`src/rtl/arbitro_mux.sv`:
```
`default_nettype none
// ============================================================================
//  Module   : arbitro_mux
//  Purpose  : Two-source valid/ready arbiter and sequencer for the shared
//             2:1 datapath multiplexer. Grants the path to entrada1 or
//             entrada2 (round-robin by default), locks the grant until the
//             packet's last beat or until MAX_RAFAGA beats have been taken,
//             drives the mux select and registers the chosen beat into a
//             single output stage.
//  Ports    : clk, rst_n (async, active-low)
//             valid1/dato1/last1 -> ready1   : entrada1 beat interface
//             valid2/dato2/last2 -> ready2   : entrada2 beat interface
//             mux_sel                        : 1 = entrada1, 0 = entrada2
//             salida_valid/dato/last <- salida_ready : output beat interface
//  Config   : `define ARBITRO_MUX_PRIORIDAD_FIJA_EN -> entrada1 always wins
//             simultaneous requests in LIBRE (no priority pointer).
//             Undefined (default) -> round-robin priority pointer.
//  Revision : 1.0 - initial release
// ============================================================================
module arbitro_mux #(
  parameter int ANCHO      = 32,
  parameter int MAX_RAFAGA = 4
) (
  input  logic             clk,
  input  logic             rst_n,
  input  logic             valid1,
  input  logic [ANCHO-1:0] dato1,
  input  logic             last1,
  output logic             ready1,
  input  logic             valid2,
  input  logic [ANCHO-1:0] dato2,
  input  logic             last2,
  output logic             ready2,
  output logic             mux_sel,
  output logic             salida_valid,
  output logic [ANCHO-1:0] salida_dato,
  output logic             salida_last,
  input  logic             salida_ready
);

  localparam int             CW           = $clog2(MAX_RAFAGA + 1);
  // Counter value seen while the burst-closing beat is being accepted.
  localparam logic [CW-1:0]  c_ultimo_beat = CW'(MAX_RAFAGA - 1);

  typedef enum logic [1:0] {
    LIBRE  = 2'd0,
    SIRVE1 = 2'd1,
    SIRVE2 = 2'd2
  } estado_t;

  estado_t          state_q, state_d;
  logic [CW-1:0]    cnt_q, cnt_d;
  logic             mux_sel_q, mux_sel_d;
  logic             salida_valid_q;
  logic [ANCHO-1:0] salida_dato_q;
  logic             salida_last_q;

  logic             w_salida_libre;
  logic             w_acepta;
  logic             w_limite;
  logic             w_fin;
  logic             w_last_sel;
  logic [ANCHO-1:0] w_dato_sel;
  logic             w_gana1;

  // Output stage can take a beat when empty or draining this cycle.
  // Ready depends only on state and stage occupancy, never on valid.
  assign w_salida_libre = !salida_valid_q || salida_ready;
  assign ready1         = (state_q == SIRVE1) && w_salida_libre;
  assign ready2         = (state_q == SIRVE2) && w_salida_libre;

  assign w_acepta   = (valid1 && ready1) || (valid2 && ready2);
  assign w_dato_sel = (state_q == SIRVE1) ? dato1 : dato2;
  assign w_last_sel = (state_q == SIRVE1) ? last1 : last2;
  assign w_limite   = w_acepta && (cnt_q == c_ultimo_beat);
  assign w_fin      = w_acepta && (w_last_sel || w_limite);

`ifdef ARBITRO_MUX_PRIORIDAD_FIJA_EN
  assign w_gana1 = 1'b1;
`else
  // prio_q = 1 -> entrada1 wins the next tie. Flips to the other source
  // whenever a grant ends, whatever the reason.
  logic prio_q, prio_d;

  always_comb begin
    prio_d = prio_q;
    if (w_fin) begin
      prio_d = (state_q == SIRVE2);
    end
  end

  always_ff @(posedge clk or negedge rst_n) begin
    if (!rst_n) begin
      prio_q <= 1'b1;
    end else begin
      prio_q <= prio_d;
    end
  end

  assign w_gana1 = prio_q;
`endif

  // Next-state, burst counter and mux select
  always_comb begin
    state_d   = state_q;
    cnt_d     = cnt_q;
    mux_sel_d = mux_sel_q;

    case (state_q)
      LIBRE: begin
        if (valid1 && valid2) begin
          state_d = w_gana1 ? SIRVE1 : SIRVE2;
        end else if (valid1) begin
          state_d = SIRVE1;
        end else if (valid2) begin
          state_d = SIRVE2;
        end
      end
      SIRVE1: begin
        // Handover straight to a waiting entrada2 keeps 1 beat/cycle.
        if (w_fin) begin
          state_d = valid2 ? SIRVE2 : LIBRE;
        end
      end
      SIRVE2: begin
        if (w_fin) begin
          state_d = valid1 ? SIRVE1 : LIBRE;
        end
      end
      default: begin
        state_d = LIBRE;
      end
    endcase

    if (w_fin) begin
      cnt_d = '0;
    end else if (w_acepta) begin
      cnt_d = cnt_q + 1'b1;
    end

    // Select is registered from the next state so it is valid during the
    // whole grant and simply holds while idle.
    if (state_d == SIRVE1) begin
      mux_sel_d = 1'b1;
    end else if (state_d == SIRVE2) begin
      mux_sel_d = 1'b0;
    end
  end

  always_ff @(posedge clk or negedge rst_n) begin
    if (!rst_n) begin
      state_q   <= LIBRE;
      cnt_q     <= '0;
      mux_sel_q <= 1'b0;
    end else begin
      state_q   <= state_d;
      cnt_q     <= cnt_d;
      mux_sel_q <= mux_sel_d;
    end
  end

  // Output register: loads on every accepted beat (acceptance already
  // implies the stage is free), otherwise empties once downstream takes it.
  always_ff @(posedge clk or negedge rst_n) begin
    if (!rst_n) begin
      salida_valid_q <= 1'b0;
      salida_dato_q  <= '0;
      salida_last_q  <= 1'b0;
    end else if (w_acepta) begin
      salida_valid_q <= 1'b1;
      salida_dato_q  <= w_dato_sel;
      salida_last_q  <= w_last_sel || w_limite;
    end else if (salida_ready) begin
      salida_valid_q <= 1'b0;
    end
  end

  assign mux_sel      = mux_sel_q;
  assign salida_valid = salida_valid_q;
  assign salida_dato  = salida_dato_q;
  assign salida_last  = salida_last_q;

endmodule
`default_nettype wire

```
`config.mk`:
```
export PLATFORM = sky130hd
export DESIGN_NAME = arbitro_mux
export DESIGN_NICKNAME = d
export VERILOG_FILES = /design/src/rtl/arbitro_mux.sv
export SDC_FILE = /design/constraint.sdc
export NUM_CORES = 1
export LEC_CHECK = 0
export CAP_MARGIN = 20
export CORE_UTILIZATION = 42
export CTS_CLUSTER_SIZE = 40
export DETAILED_ROUTE_END_ITERATION = 7
export GPL_ROUTABILITY_DRIVEN = 1
export HOLD_SLACK_MARGIN = 0.15
export PLACE_DENSITY = 0.86
export SYNTH_ARGS = -nofsm -noshare
export SYNTH_HDL_FRONTEND = slang
export SYNTH_SLANG_ARGS = --single-unit
```
`constraint.sdc`:
```
create_clock -name clk -period 4.6 [get_ports clk]
set_clock_uncertainty 0.15 [all_clocks]
set_input_delay 0.69 -clock clk [delete_from_list [all_inputs] [get_ports clk]]
set_output_delay 0.69 -clock clk [all_outputs]
set_load 0.03 [all_outputs]
```
; ---- Word level (Yosys, flattened, before mapping)
; Cells that the tools add are included.
[word_totals]
register_bits = 41
out_inout_bits = 37
[op_classes]
muxes = 17
addsub = 1
n_eq_ne = 5
n_reduce_logical = 15
[ops]
columns = operator, n
row1 = two-way mux 32 bit, 1
row2 = two-way mux 2 bit, 7
row3 = logical AND 1 bit, 7
row4 = two-way mux 1 bit, 6
row5 = two-way mux 3 bit, 2
row6 = one-hot mux 2 bit (3 select lines), 1
row7 = nonzero test 2 bit, 3
row8 = "equality test 2 x 1 -> 1 bit, second input constant", 2
row9 = "equality test 2 bit, second input constant", 2
row10 = "adder 3 x 1 -> 3 bit, second input constant", 1
row11 = "equality test 3 x 2 -> 1 bit, second input constant", 1
row12 = logical OR 1 bit, 3
row13 = logical NOT 2 bit, 1
row14 = logical NOT 1 bit, 1

; ---- Longest topological paths before layout
; Gate-level depths: netlist of run 1.
[logic_depth]
ltp_word = 13
ltp_mapped = 8
mapped_depth_nobuf = 8

; ---- Worst setup path before layout of run 1
; OpenSTA, ideal clock, no wires.
[synth_timing]
path_kind = input -> register
startpoint = in salida_ready
endpoint = reg mux_sel_q (netlist: mux_sel)
cell_stages = 6
t_arrival_ns = 2.313
required_ns = 4.325
setup_ns = 0.125
slack_ns = 2.012
path_cell_list = nor2b_1 -> nor3_1 -> o2bb2ai_1 -> a21oi_1 -> ha_1 -> mux2_2
[synth_via]
elab_chain_len = 11
[synth_lines]
columns = item, line
row1 = "start, declared", 38  ; input logic salida_ready
row2 = logical OR 1 bit *, 68  ; assign w_salida_libre = !salida_valid_q || salida_ready;
row3 = logical AND 1 bit *, 69  ; assign ready1 = (state_q == SIRVE1) && w_salida_libre;
row4 = named net ready1, 29  ; output logic ready1,
row5 = logical AND 1 bit *, 72  ; assign w_acepta = (valid1 && ready1) || (valid2 && ready2);
row6 = logical OR 1 bit *, 72
row7 = logical AND 1 bit, 75  ; assign w_limite = w_acepta && (cnt_q == c_ultimo_beat);
row8 = logical OR 1 bit, 76  ; assign w_fin = w_acepta && (w_last_sel || w_limite);
row9 = logical AND 1 bit *, 76
row10 = "two-way mux 2 bit, on equally long branches", "126, 121"
row11 = one-hot mux 2 bit (3 select lines) *, 109  ; case (state_q)
row12 = equality test 2 x 1 -> 1 bit or equality test 2 bit (tied branches), "143, 145"
row13 = two-way mux 1 bit or nonzero test 2 bit (tied branches), n/a
row14 = "end signal, assigned", 158  ; mux_sel_q <= mux_sel_d;
row15 = "end, declared", 53  ; logic mux_sel_q, mux_sel_d;
; Mark *: on every way through the listed nets, which the timed path passes. The rest lies on a longest branch.
; A chain may end at the register's enable or synchronous reset.

; ---- Final worst setup path of run 1
[layout_timing]
startpoint = in salida_ready
endpoint = out ready1
[layout_via]
elab_chain_len = 2
[layout_lines]
columns = item, line
row1 = logical OR 1 bit, 68
row2 = logical AND 1 bit, 69
row3 = "end, declared", 29
; Every way passes these cells.

==> results.ini, run 1 <==
[outcome]
status = finished with violations
violations = design-rule violations

[critical_path]
required_ns = 3.76
crit_fanout = 3
crit_path_start_kind = primary input
worst-setup-path-type = in -> out
cp.arrival_ns = 2.23
end_kind = output port

[logic_synthesis]
netlist_instances = 190
synth_fp_nets = 264
synth_cell_types = 26
yosys-top-cells-count = 40 x dfrtp_1, 37 x nor2_1, 33 x a21oi_1
yosys_warnings = 0
ys.flop_type = dfrtp_1
yosysMostFrequentCell = dfrtp_1
synth.cell_area_mm2 = 0.00197
ys_ff_latch = 41
synth_top_area_cell = dfrtp_1
synthTopCellsByArea = dfrtp_1 51%, mux2i_1 16%, a21oi_1 8.4%, nor2_1 7.1%, buf_2 2.5%
synth_edf_count = 0
synthArstFlopShare_pct = 100
synth_seq_area_share_pct = 52.2
synthesis.area_per_instance_um2 = 10.4
synth_top_area_share_pct = 50.8

[clocking]
clk_path_buf_depth = 2
clk_latency_ns = 0.28
clk_pin_slew_worst_paths_ns = 0.07
cts_tree = done
postCtsSetupBuffers = 0
ctsHoldBuffers = 0
cts-resized-gates = 0
htreeDepth = 2
cts-root-buf = clkbuf_8
cts_buffers = 5
numClockSinks = 41

[detailed_routing]
avgViaCountPerCell = 4.99
ant_nets = 0
wl_per_cell_um = 13.0
routed_wl_um = 4530
drtIter0Drc = 93
drc = 14
vias = 1737
drtPass1Iterations = 6

[timing]
tns_ns = 0
min_period_over_period_pct = 66.8
worst_pin_slew_ns = 0.875
fin_crit_ns = 3.07
fmax_mhz = 325
relSlewSlack_pct = 41.6
fin_hold_ws_ns = 0.371
maxSlewViolCount = 0
setup_viol = 0
rsz0062_at_grt = false
hold_viol = 0
timing.final.ws_setup_ns = 1.53

[cells_and_area]
area_growth_pct = 60.2
final_layout_size_suffix_gt1_share_pct = 6.08
stdcell_count = 348
fill_cells = 360
antenna_cells = 0
final_nets = 369

[placement]
dp_slack_ns = 1.56
dpl.cell_count = 340
port_buffers = 107
place.detailed.hpwl_um = 3390
finalWeightedCongestion = 0.747

[floorplan]
fp.dieH_um = 70.5
boundaryPins = 108
core_area_mm2 = 0.00444
die_w_um = 70.5
std_cell_rows = 24
start_util_pct = 44.3
die-area_mm2 = 0.00497

[power]
internal_power_mw = 1.17
seq_power_share_pct = 31.2
p_per_area_mw_per_mm2 = 652
p_sw_share_pct = 43.2
p_switching_uw = 890
irDropWorstVdd_uv = 346
power_frac_comb_pct = 58.3
pwr-share-clk_pct = 10.6
p_leak_nw = 1.26

[job]
drv_cap = 0

[worst_hold_path]
hold_path.class = in -> async

[global_routing]
grt_antenna_before_repair = 0
grt_pass1_vias = 1692
track_usage_pct = 19.3
grt_pass1_wl_um = 7420
overflow = 0
grt_max_degree = 70

worst paths after layout:
check	start	end	slack [ns]	depth (start not counted)
max	salida_ready	ready1	1.53	4
min	rst_n	salida_valid	0.37	1
max reg2reg	cnt_q[0]	mux_sel	2.22	8
min reg2reg	cnt_q[1]	cnt_q[1]	0.37	1
max in group asynchronous	rst_n	salida_dato[7]	3.38	1
min in group clk	cnt_q[1]	cnt_q[1]	0.37	1
sequential cells by signal, summed over array words and instances, names as in the netlist:
| signal | flops |
|---|---|
| cnt_q | 3 |
| mux_sel | 1 |
| prio_q | 1 |
| salida_dato | 32 |
| salida_last | 1 |
| salida_valid | 1 |
| state_q | 2 |
critical path, cell delays in order:
cell             delay (ns)
clkdlybuf4s50_1        0.47
nor2b_1                0.09
nor3_1                 0.25
clkdlybuf4s50_1        0.73
stage by stage:
stage | area (um^2) | utilization [%] | power [mW]
finish | 3160 | 71.0 | 2.06
global placement | 3070 | 69.1 | 1.82
CTS | 3160 | 71.0 | 2.08
detailed placement | 3070 | 69.1 | 1.86
global route | 3160 | 71.0 | 2.19
floorplan | 1970 | - | 1.38
power groups by stage:
stage / clock, mW / combinational, mW / sequential [mW]
detailed placement: 0 / 1.21 / 0.646
global route: 0.242 / 1.28 / 0.666
finish: 0.218 / 1.20 / 0.641
CTS: 0.227 / 1.21 / 0.643
floorplan: 0 / 0.453 / 0.927
global placement: 0 / 1.18 / 0.638
placed cells by master (no fill, tap or decap), types with 2 or more instances in the layout:
master and n:
clkdlybuf4s50_1 106, nor2b_1 3, a21oi_1 33, ha_1 3
nand3_1 2, clkinv_2 2, buf_4 2, a21o_1 2
nand2_1 3, nor2_1 37, nand3b_1 2, clkbuf_8 5
nor3_1 2, inv_1 4, mux2i_1 32, mux2_2 3
dfrtp_1 40, o21ai_0 2
final cells by class:
type | instances | area, um^2 | area share (%)
multi-input cells | 134 | 885 | 28.0
repair buffers | 109 | 1080 | 34.3
inverters | 4 | 15.0 | 0.476
flip-flops and latches | 41 | 1030 | 32.6
clock buffers | 6 | 72.6 | 2.30
well taps | 52 | 65.1 | 2.06
clock inverters | 2 | 10.0 | 0.317
layer usage:
layer  vias up  wire length (um)  global-route usage [%]
met5         -                 0                       0
met4         0                57                    7.48
li1        864                 -                       -
met3         6               395                    6.20
met2        70              2220                    34.2
met1       797              1860                    21.4
logic make-up after synthesis:
group           synth area share, %
simple gates                   11.8
mux                            18.7
fa+ha+maj                      1.91
flops                          52.2
compound gates                 11.8
buf+inv                        3.68
Power figures use the tool's default switching activity.
==> run 2, diff against run 1 <==
--- a/config.mk
+++ b/config.mk
@@ -6,12 +6,12 @@
 export NUM_CORES = 1
 export LEC_CHECK = 0
 export CAP_MARGIN = 20
-export CORE_UTILIZATION = 42
+export CORE_UTILIZATION = 35
 export CTS_CLUSTER_SIZE = 40
 export DETAILED_ROUTE_END_ITERATION = 7
 export GPL_ROUTABILITY_DRIVEN = 1
 export HOLD_SLACK_MARGIN = 0.15
-export PLACE_DENSITY = 0.86
+export PLACE_DENSITY = 0.76
 export SYNTH_ARGS = -nofsm -noshare
 export SYNTH_HDL_FRONTEND = slang
 export SYNTH_SLANG_ARGS = --single-unit
==> constraint.sdc (replaced) <==
create_clock -name clk -period 2.79 [get_ports clk]
set_clock_uncertainty 0.15 [all_clocks]
set_input_delay 0.4185 -clock clk [delete_from_list [all_inputs] [get_ports clk]]
set_output_delay 0.4185 -clock clk [all_outputs]
set_load 0.03 [all_outputs]
==> results.ini, run 2 (synthesized netlist as in run 1, its figures left out) <==
[detailed_routing]
drc = 0
wl_per_cell_um = 12.6
vias = 1723
routed_wl_um = 4630
drtPass1Iterations = 4
avgViaCountPerCell = 4.68
ant_nets = 0
drtIter0Drc = 51

[power]
p_leak_nw = 1.27
irDropWorstVdd_uv = 576
p_per_area_mw_per_mm2 = 1070

[clocking]
cts-root-buf = clkbuf_8
clk_path_buf_depth = 2
postCtsSetupBuffers = 0
cts_tree = done
htreeDepth = 2
cts-resized-gates = 0
clk_pin_slew_worst_paths_ns = 0.07
cts_buffers = 5
numClockSinks = 41
clk_latency_ns = 0.28

[cells_and_area]
stdcell_count = 368
largest_reg_flops = 32
antenna_cells = 0
final_cell_mix = 106 x clkdlybuf4s50_1, 40 x dfrtp_1, 37 x nor2_1
mostFrequentLayoutCell = clkdlybuf4s50_1
final_layout_size_suffix_gt1_share_pct = 6.38
area_growth_pct = 62.3
fill_cells = 475
final_nets = 371

[placement]
place.detailed.hpwl_um = 3500
port_buffers = 107
dpl.cell_count = 359
finalWeightedCongestion = 0.755

[critical_path]
crit_path_start_kind = primary input
end_kind = output port
path_cells = clkdlybuf4s50_1 > nor2b_1 > nor3_1 > clkdlybuf4s50_1
required_ns = 2.22
crit_top_cell = clkdlybuf4s50_1
timing.critical_path.buf_inv = 2
slowest_delay_ns = 0.72
crit_fanout = 3
cp.arrival_ns = 1.92
worst-setup-path-type = in -> out
critical-path-top-delay-family = buffers and inverters
cpMaxStageDelayCell = clkdlybuf4s50_1

[floorplan]
start_util_pct = 37.4
boundaryPins = 108
die_w_um = 77.0
die-area_mm2 = 0.00593
std_cell_rows = 26
fp.dieH_um = 77.0
core_area_mm2 = 0.00527

[timing]
hold_viol = 0
tns_ns = 0
maxSlewViolCount = 0
fmax_mhz = 402
rsz0062_at_grt = false
min_period_over_period_pct = 89.1
worst_pin_slew_ns = 0.898
fin_crit_ns = 2.49
setup_viol = 0
relSlewSlack_pct = 40.1

[global_routing]
grt_antenna_before_repair = 0
grt_max_degree = 47
overflow = 0
grt_pass1_vias = 1743
track_usage_pct = 16.8
grt_pass1_wl_um = 7900

[worst_hold_path]
hold_path.class = reg -> reg

[outcome]
status = finished, final reports clean

[job]
drv_cap = 0

==> run 2: final timing paths <==
check                        startpoint         endpoint  slack [ns]  cells after the start
max                        salida_ready           ready1        0.30                      4
min                             mux_sel          mux_sel        0.37                      1
max reg2reg                    cnt_q[0]          mux_sel        0.45                      8
min reg2reg                     mux_sel          mux_sel        0.37                      1
max in group asynchronous         rst_n  salida_dato[21]        1.28                      2
min in group asynchronous         rst_n     salida_valid        0.65                      2
==> run 2: per-layer routing <==
layer	GRT usage, %	wire, um	vias up
met3	5.83	378	6
li1	-	-	865
met5	0	0	-
met1	19.5	1920	787
met4	5.09	47	0
met2	29.1	2290	65
==> run 2: worst register-to-register path, cell delays in order, from the launching register on <==
cell	delay (ns)
dfrtp_1	0.40
ha_1	0.20
ha_1	0.19
nor2_1	0.16
nor3_1	0.08
o21bai_1	0.17
a31o_2	0.26
ha_1	0.28
mux2_2	0.33
==> run 2: stage by stage <==
step | instance area (um^2) | setup slack [ns] | total power [mW] | hold WS (ns) | util [%]
2_1_floorplan | 1970 | 0.259 | 2.27 | -0.0271 | -
3_3_place_gp | 3100 | 0.261 | 3.02 | 0.345 | 58.9
6_report | 3200 | 0.304 | 3.41 | 0.369 | 60.6
3_5_place_dp | 3100 | 0.193 | 3.07 | 0.358 | 58.9
5_1_grt | 3200 | 0.194 | 3.65 | 0.382 | 60.6
4_1_cts | 3200 | 0.294 | 3.45 | 0.374 | 60.6
==> run 2: what timing repair did <==
action | in CTS | in global routing
hold endpoints to repair | 40 | 0
setup endpoints to repair | 0 | 0
hold buffers | 1 | 0
==> run 2: final cells by class <==
class / instances / area (um^2) / area share, %
clock buffer: 6 / 72.6 / 2.27
clock inverter: 2 / 10.0 / 0.313
inverter: 4 / 15.0 / 0.470
multi-input combinational: 134 / 885 / 27.7
sequential: 41 / 1030 / 32.1
tap: 70 / 87.6 / 2.74
timing repair buffer: 111 / 1100 / 34.4
==> run 2: where the power goes <==
part / internal, mW / switching [mW] / total, mW
clock: 0.173 / 0.194 / 0.367
combinational: 0.873 / 1.11 / 1.98
sequential: 0.888 / 0.169 / 1.06
total: 1.93 / 1.47 / 3.41
==> edit: new RTL, config.mk and constraints of run 2 <==
Encoding of `estado_t`: now one-hot (3 bits for 3 values).
--- a/src/rtl/arbitro_mux.sv
+++ b/src/rtl/arbitro_mux.sv
@@ -42,10 +42,10 @@
   // Counter value seen while the burst-closing beat is being accepted.
   localparam logic [CW-1:0]  c_ultimo_beat = CW'(MAX_RAFAGA - 1);
 
-  typedef enum logic [1:0] {
-    LIBRE  = 2'd0,
-    SIRVE1 = 2'd1,
-    SIRVE2 = 2'd2
+  typedef enum logic [2:0] {
+    LIBRE  = 3'b001,
+    SIRVE1 = 3'b010,
+    SIRVE2 = 3'b100
   } estado_t;
 
   estado_t          state_q, state_d;
Formal check against the unedited RTL: same outputs for any inputs over 10 cycles, from zero or initial values and one cycle with rst_n low; not proved beyond that.
==> edit against run 2 <==
Area after synthesis up 6.7%. Sequential cell count grew 1. Critical path depth unchanged. Routed wire length rose by 4.8%. Sequential share of layout area decreased by 0.49 points. Critical path type is now flip-flop to output port. Worst setup slack lost 0.036 ns. Count of clock-buffer cells in the layout did not move. Power is 6.0% lower. Critical endpoint is now ready2. Cell area rose by 4.2%. Clock power rose by 33%.
==> edit: results (changes against run 2) <==
Arr. time, crit path 1.95 ns (was 1.92 ns); Synth Area in Compound Gates 0.124 (was 0.118); pin count of the biggest net entering global routing 43 (was 47); commonest cells in the netlist 40 x dfrtp_1, 40 x nand2_1, 37 x o21ai_0 (was 40 x dfrtp_1, 37 x nor2_1, 33 x a21oi_1); drt total wl 4860 um (was 4630 um); placer congestion estimate 0.820 (was 0.755); vias per std cell 4.69 (was 4.68); layout cells sized above 1 0.0675 (was 0.0638); clk slew on worst S/H paths roughly 0.08 ns; Post-DP HPWL 3680 um (was 3500 um); post-synthesis sequential area ratio 0.501 (was 0.522); RR Startpoint state_q[1] (was cnt_q[0]); Leak Pwr 1.35 nW (was 1.27 nW); net count after synthesis 278 (was 264); CP startpoint state_q[2] (was salida_ready); crit path max fanout 7 (was 3); Syn Inst Count 205 (was 190); Hold Crit Class input pin to asynchronous set/reset pin (was flip-flop to flip-flop); Num CTS Buffers 5 (unchanged); Yosys cell types 29 (was 26); Synth Area in Adders 0.0119 (was 0.0191); mux contribution to synthesized area 0.175 (was 0.187); Synth area leaders dfrtp_1 48%, mux2i_1 16%, o21ai_0 8.8% (was dfrtp_1 51%, mux2i_1 16%, a21oi_1 8.4%); Slew HR 0.383 (was 0.401); status complete, no violations (unchanged); placed instance count 376 (was 359); Tot GR Track Use 0.163 (was 0.168); worst vdd ir 0.000425 V (was 0.000576 V); DRC 0 (unchanged); Wirelength per Cell 12.7 um (was 12.6 um); first-pass GRT wire length 8000 um (was 7900 um); vias in the first global route 1,818 (was 1,743); iteration-0 DRC count of the detailed router 86 (was 51); # fillers 510 (was 475); Place WS 0.453 ns (was 0.193 ns)
==> edit: cell count changes in the layout (fill, tap and decap cells not counted), moves of 32 or more <==
cell	delta
nor2_1	-33
a21oi_1	-32
o21ai_0	+35
nand2_1	+37
==> edit: power by group <==
part / switching (mW) / internal (mW)
Sequential: 0.163 / 0.885
Combinational: 0.927 / 0.738
Clock: 0.200 / 0.286
==> edit: worst max-delay path, cell delays in order (launching register included) <==
cell and delay (ns):
dfrtp_1 0.46, or2b_1 0.29, nand2b_1 0.17, nor2_1 0.09
clkdlybuf4s50_1 0.67
==> edit: logic make-up after synthesis <==
group	Yosys count
adders and majority gates	2
DFF	42
and+or+nand+nor	61
muxes	36
AOI/OAI and AO/OA	47
buffers and inverters	17
==> edit: layout make-up <==
cell class | instances | area share
Tap cell | 72 | 0.0271
Clock buffer | 6 | 0.0248
Multi-Input combinational cell | 146 | 0.288
Sequential cell | 42 | 0.317
Timing Repair Buffer | 111 | 0.329
Clock inverter | 1 | 0.00902
Inverter | 5 | 0.00564
==> edit: worst paths after layout <==
path	endpoint	cells past startpoint	slack, ns
worst max-delay path	ready2	4	0.27
worst min-delay path	cnt_q[1]	1	0.12
worst max register to register	mux_sel	6	0.70
worst min register to register	salida_dato[17]	2	0.33
max in group asynchronous	salida_dato[3]	1	1.80
min in group clk	salida_dato[17]	2	0.33
==> edit: through the flow <==
step                hold WS, ns  instance area (um^2)
CTS                       0.153                  3330
global route              0.182                  3330
finish                    0.119                  3330
floorplan               -0.0271                  2100
global placement          0.311                  3220
detailed placement        0.320                  3220
==> edit: metal layers <==
layer  share of wire  track usage
met5               0            0
met4           0.011       0.0527
met3           0.078       0.0469
met2            0.50        0.291
met1            0.41        0.185
